### src/rtl/sum_tx_sequencer.sv
// Sums two 3-bit operands captured from push buttons.
// Sends "A+B=SS" as ASCII bytes to a UART transmitter.
// Optional feature: define TX_CRLF_EN to append CR/LF, giving an 8-byte frame.
module sum_tx_sequencer (
    input  logic       clk,
    input  logic       reset_n,
    input  logic       save_a_n,
    input  logic       save_b_n,
    input  logic [2:0] data_input,
    input  logic       tx_en,
    input  logic       tx_busy,
    output logic [7:0] tx_data,
    output logic       tx_start,
    output logic       frame_busy,
    output logic [3:0] sum_out
);

`ifdef TX_CRLF_EN
    localparam int unsigned FrameLen = 8;
`else
    localparam int unsigned FrameLen = 6;
`endif
    localparam logic [2:0] LastIdx = 3'(FrameLen - 1);

    typedef enum logic [2:0] {StIdle, StCalc, StSend, StHold, StWaitDone} state_e;

    state_e      state_q, state_d;
    // Bits [1:0] form the synchronizer; bit [2] holds the previous synchronized level.
    logic [2:0]  sync_a_q, sync_a_d, sync_b_q, sync_b_d;
    logic [2:0]  reg_a_q, reg_a_d, reg_b_q, reg_b_d;
    logic        a_valid_q, a_valid_d, b_valid_q, b_valid_d;
    logic [2:0]  snap_a_q, snap_a_d, snap_b_q, snap_b_d;
    logic [3:0]  sum_q, sum_d;
    logic [2:0]  idx_q, idx_d;
    logic [7:0]  tx_data_q, tx_data_d;
    logic        tx_start_q, tx_start_d;
    logic        fall_a, fall_b;
    logic [3:0]  ones;
    logic [7:0]  frame_byte;

    assign fall_a     = sync_a_q[2] & ~sync_a_q[1];
    assign fall_b     = sync_b_q[2] & ~sync_b_q[1];
    assign tx_data    = tx_data_q;
    assign tx_start   = tx_start_q;
    assign sum_out    = sum_q;
    assign frame_busy = (state_q != StIdle);

    // Select the frame byte for the current index from the snapshot and registered sum.
    always_comb begin
        ones       = (sum_q >= 4'd10) ? (sum_q - 4'd10) : sum_q;
        frame_byte = 8'h00;
        case (idx_q)
            3'd0:    frame_byte = {5'b00110, snap_a_q};
            3'd1:    frame_byte = 8'h2B;
            3'd2:    frame_byte = {5'b00110, snap_b_q};
            3'd3:    frame_byte = 8'h3D;
            3'd4:    frame_byte = (sum_q >= 4'd10) ? 8'h31 : 8'h30;
            3'd5:    frame_byte = {4'h3, ones};
`ifdef TX_CRLF_EN
            3'd6:    frame_byte = 8'h0D;
            3'd7:    frame_byte = 8'h0A;
`endif
            default: frame_byte = 8'h00;
        endcase
    end

    // Next-state: synchronizers, operand capture, and frame sequencing FSM.
    always_comb begin
        sync_a_d   = {sync_a_q[1:0], save_a_n};
        sync_b_d   = {sync_b_q[1:0], save_b_n};
        state_d    = state_q;
        reg_a_d    = reg_a_q;
        reg_b_d    = reg_b_q;
        a_valid_d  = a_valid_q;
        b_valid_d  = b_valid_q;
        snap_a_d   = snap_a_q;
        snap_b_d   = snap_b_q;
        sum_d      = sum_q;
        idx_d      = idx_q;
        tx_data_d  = tx_data_q;
        tx_start_d = 1'b0;

        case (state_q)
            StIdle: begin
                if (a_valid_q && b_valid_q && tx_en) begin
                    state_d = StCalc;
                end
            end
            StCalc: begin
                sum_d     = {1'b0, reg_a_q} + {1'b0, reg_b_q};
                snap_a_d  = reg_a_q;
                snap_b_d  = reg_b_q;
                a_valid_d = 1'b0;
                b_valid_d = 1'b0;
                idx_d     = 3'd0;
                state_d   = StSend;
            end
            StSend: begin
                if (!tx_busy) begin
                    tx_data_d  = frame_byte;
                    tx_start_d = 1'b1;
                    state_d    = StHold;
                end
            end
            // Gives the transmitter one cycle to raise busy before it is sampled.
            StHold: begin
                state_d = StWaitDone;
            end
            StWaitDone: begin
                if (!tx_busy) begin
                    if (idx_q == LastIdx) begin
                        state_d = StIdle;
                    end else begin
                        idx_d   = idx_q + 3'd1;
                        state_d = StSend;
                    end
                end
            end
            default: state_d = StIdle;
        endcase

        // A fresh edge overrides the CALC clear so the new operand is kept.
        if (fall_a) begin
            reg_a_d   = data_input;
            a_valid_d = 1'b1;
        end
        if (fall_b) begin
            reg_b_d   = data_input;
            b_valid_d = 1'b1;
        end
    end

    // State registers with asynchronous active-low reset.
    always_ff @(posedge clk or negedge reset_n) begin
        if (!reset_n) begin
            state_q    <= StIdle;
            sync_a_q   <= 3'b111;
            sync_b_q   <= 3'b111;
            reg_a_q    <= 3'd0;
            reg_b_q    <= 3'd0;
            a_valid_q  <= 1'b0;
            b_valid_q  <= 1'b0;
            snap_a_q   <= 3'd0;
            snap_b_q   <= 3'd0;
            sum_q      <= 4'd0;
            idx_q      <= 3'd0;
            tx_data_q  <= 8'h00;
            tx_start_q <= 1'b0;
        end else begin
            state_q    <= state_d;
            sync_a_q   <= sync_a_d;
            sync_b_q   <= sync_b_d;
            reg_a_q    <= reg_a_d;
            reg_b_q    <= reg_b_d;
            a_valid_q  <= a_valid_d;
            b_valid_q  <= b_valid_d;
            snap_a_q   <= snap_a_d;
            snap_b_q   <= snap_b_d;
            sum_q      <= sum_d;
            idx_q      <= idx_d;
            tx_data_q  <= tx_data_d;
            tx_start_q <= tx_start_d;
        end
    end

endmodule
### config.mk
export PLATFORM = sky130hd
export DESIGN_NAME = sum_tx_sequencer
export DESIGN_NICKNAME = d
export VERILOG_FILES = /design/src/rtl/sum_tx_sequencer.sv
export SDC_FILE = /design/constraint.sdc
export NUM_CORES = 1
export LEC_CHECK = 0
export BUFFER_PORTS_ARGS = -buffer_cell sky130_fd_sc_hd__clkbuf_2
export CAP_MARGIN = 20
export CELL_PAD_IN_SITES_DETAIL_PLACEMENT = 2
export CELL_PAD_IN_SITES_GLOBAL_PLACEMENT = 2
export CORE_AREA = 2 2 71 73
export DETAILED_ROUTE_END_ITERATION = 16
export DIE_AREA = 0 0 73 75
export GPL_ROUTABILITY_DRIVEN = 0
export PLACE_DENSITY = 0.78
export REMOVE_ABC_BUFFERS = 1
export SLEW_MARGIN = 10
export SYNTH_ARGS = -nofsm -noshare
export SYNTH_HDL_FRONTEND = slang
export SYNTH_SLANG_ARGS = --single-unit
### constraint.sdc
create_clock -name clk -period 2.3 [get_ports clk]
set_input_delay 0.46 -clock clk [delete_from_list [all_inputs] [get_ports clk]]
set_output_delay 0.46 -clock clk [all_outputs]
set_load 0.05 [all_outputs]
==> flow_metrics.tcl <==
set metrics [dict create \
    cts_buffer_depth 2 \
    pre_cts_ws_ns 0.4485 \
    routed_wl_um 4276 \
    fillers 479 \
    max_cap_viol_count 0 \
    cts.sinks 37 \
    required_ns 1.84 \
    finalSetupViolCount 0 \
    period_needed_ns 1.951 \
    fmax_mhz 512.7 \
    synth_top_area_share_pct 43.48 \
    postRouteAntennaNets 0 \
    vias_per_cell 5.364 \
    firstDrtPassIters 4 \
    hpwl_um 3030 \
    drtIter0Drc 87 \
    synth_top_area_cell "dfrtp_1" \
    finalWorstSetupSlack_ns 0.3495 \
    slew_headroom_pct 39.51 \
    grt_max_degree 38 \
    cts_buffers 5 \
    crit_arrival_ns 1.49 \
    startpoint_type "flip-flop" \
    initial_core_util_pct 38.28 \
    syn_inst 167 \
    synth_common_cells "nand2_1 (32), dfrtp_1 (31), inv_1 (11), ha_1 (10), o21ai_0 (9)" \
    worst_pin_slew_ns 0.9073 \
    yosys_most_used_dff "dfrtp_1" \
    cts_setup_buffers 0 \
    cts_tree "done" \
    fin_crit_sh_pct 84.81 \
    ioPinCount 23 \
    utilization_pct 43.54 \
    yosysMostFrequentCell "nand2_1" \
    track_usage_pct 18.12 \
    rsz0062_at_grt "false" \
    port_buffers 20 \
    overflow 0 \
    end_kind "output pin" \
    async_flop_share_pct 100.0 \
    synth-warning-count 0 \
    outcome "finished clean" \
    tns_ns 0 \
    hold_path_class "in -> reg" \
    rows 25 \
    power.density_nw_per_um2 1426 \
    synth-seq-cells 37 \
    synth.area.top_cells "dfrtp_1 (43%), dfstp_2 (8.8%), ha_1 (7.0%), nand2_1 (6.7%), mux2_2 (3.8%)" \
    via_count 1298 \
    wire_per_inst_um 17.67 \
    area_growth_pct 13.74 \
    ys_seq_area_share_pct 52.31 \
    avgSynthCellArea_um2 10.68 \
    grt_pass1_vias 1458 \
    synth_cell_types 44 \
    path_max_fanout 14 \
    cts-root-buf "clkbuf_8" \
    hold_violations 0 \
    grt_pass1_wl_um 7369 \
    crit_type "reg -> out" \
    route.detailed.drc 0 \
    clk_latency_ns 0.30 \
    die_area_um2 5475 \
    htree_levels 2 \
    fin_worst_skew_ns 0.006484 \
    postCtsResizedCells 0 \
    synth_edf_count 0 \
    core-area_um2 4661 \
    final_nets 207 \
    power_uw 2894 \
    hold_buffers 0 \
    synth_area_um2 1784 \
    drv_slew 0 \
    die_w_um 73 \
    antenna_found_initial 0 \
    peakVddDrop_mv 0.4354 \
    antenna_cells 0 \
    power.leakage_uw 0.0009640 \
    ff2ff_setup_slack_ns 0.44 \
    clk_pin_slew_worst_paths_ns 0.08 \
    die_y_um 75 \
    drive_above_1_share_pct 22.87 \
]
## routing by layer
layer	track usage (%)	share of wire (%)	vias up	wire length, um
li1	-	-	617	-
met1	21.13	43	651	1835
met2	32.93	53	24	2272
met3	4.016	2.5	6	109
met4	6.173	1.4	0	60
met5	0	0	-	0
## flip-flops by register name, indices dropped and copies added, names as in the netlist
name       count
tx_data        6
sum_out        4
idx_q          3
reg_a_q        3
reg_b_q        3
snap_a_q       3
snap_b_q       3
state_q        3
sync_a_q       3
sync_b_q       3
a_valid_q      1
b_valid_q      1
tx_start       1
## worst max-delay path, stage by stage, from the launching register on
cell and delay (ns):
dfrtp_1 0.53, or3_1 0.42, clkbuf_2 0.24
## power by group
part / internal (uW) / total [uW] / leakage, uW / switching [uW]
clock: 324 / 576 / 0.0000543 / 251
sequential: 866 / 1130 / 0.000446 / 265
combinational: 397 / 1190 / 0.000463 / 791
## cell usage in the layout (no fill, tap or decap), types with 2 or more instances in the layout
master | synthesis | routed
a2111o_1 | 2 | 2
a21o_1 | 2 | 2
a21oi_1 | 5 | 5
clkbuf_2 | 0 | 20
clkbuf_8 | 0 | 5
conb_1 | 1 | 2
dfrtp_1 | 31 | 31
dfstp_2 | 6 | 6
ha_1 | 10 | 10
inv_1 | 11 | 11
mux2_2 | 6 | 6
nand2_1 | 32 | 32
nand2b_1 | 3 | 3
nand3_1 | 3 | 3
nand3b_1 | 2 | 2
nand4bb_1 | 2 | 2
nor2_1 | 2 | 2
nor2b_1 | 2 | 2
o211ai_1 | 2 | 2
o21ai_0 | 9 | 9
o311ai_0 | 3 | 3
or3_1 | 2 | 2
xnor2_1 | 2 | 2
## final timing paths
kind | start | end | depth (start not counted)
setup / recovery | state_q[2]$_DFFE_PN0P_ | frame_busy | 2
hold / removal | save_b_n | sync_b_q[0]$_DFF_PN1_ | 1
setup reg to reg | state_q[1]$_DFFE_PN0P_ | tx_data[1]$_DFFE_PN0P_ | 3
hold reg to reg | sync_a_q[0]$_DFF_PN1_ | sync_a_q[1]$_DFF_PN1_ | 0
max in group asynchronous | reset_n | snap_a_q[0]$_DFFE_PN0P_ | 1
min in group asynchronous | reset_n | tx_data[0]$_DFFE_PN0P_ | 1
## layout make-up
type	instances	area [um^2]	share of cell area, %
Multi-Input combinational cell	111	764.5	37.67
Clock inverter	3	46.29	2.281
Tap cell	54	67.56	3.329
Timing Repair Buffer	21	107.6	5.302
Sequential cell	37	933.4	45.99
Inverter	11	41.29	2.035
Clock buffer	5	68.82	3.391
## logic make-up (layout without fill, tap and decap cells)
| logic type | count (synthesis) | in the layout | share of synthesized area (%) |
|---|---|---|---|
| and+or+nand+nor | 55 | 55 | 15.64 |
| DFF | 37 | 37 | 52.31 |
| AOI/OAI and AO/OA | 34 | 34 | 13.32 |
| buffers and inverters | 20 | 40 | 5.049 |
| adders and majority gates | 11 | 11 | 8.135 |
| muxes | 7 | 7 | 4.348 |
| xor gates and xnor gates | 2 | 2 | 0.9819 |
| other | 1 | 2 | 0.2102 |
## per-stage QoR
stage	instances	cell area [um^2]	hold slack [ns]
finish	242	2029	0.2374
global route	242	2029	0.2263
detailed placement	234	1914	0.3512
CTS	242	2029	0.2304
floorplan	159	1739	0.1644
global placement	234	1914	0.3495
(Power assumes the default switching activity.)
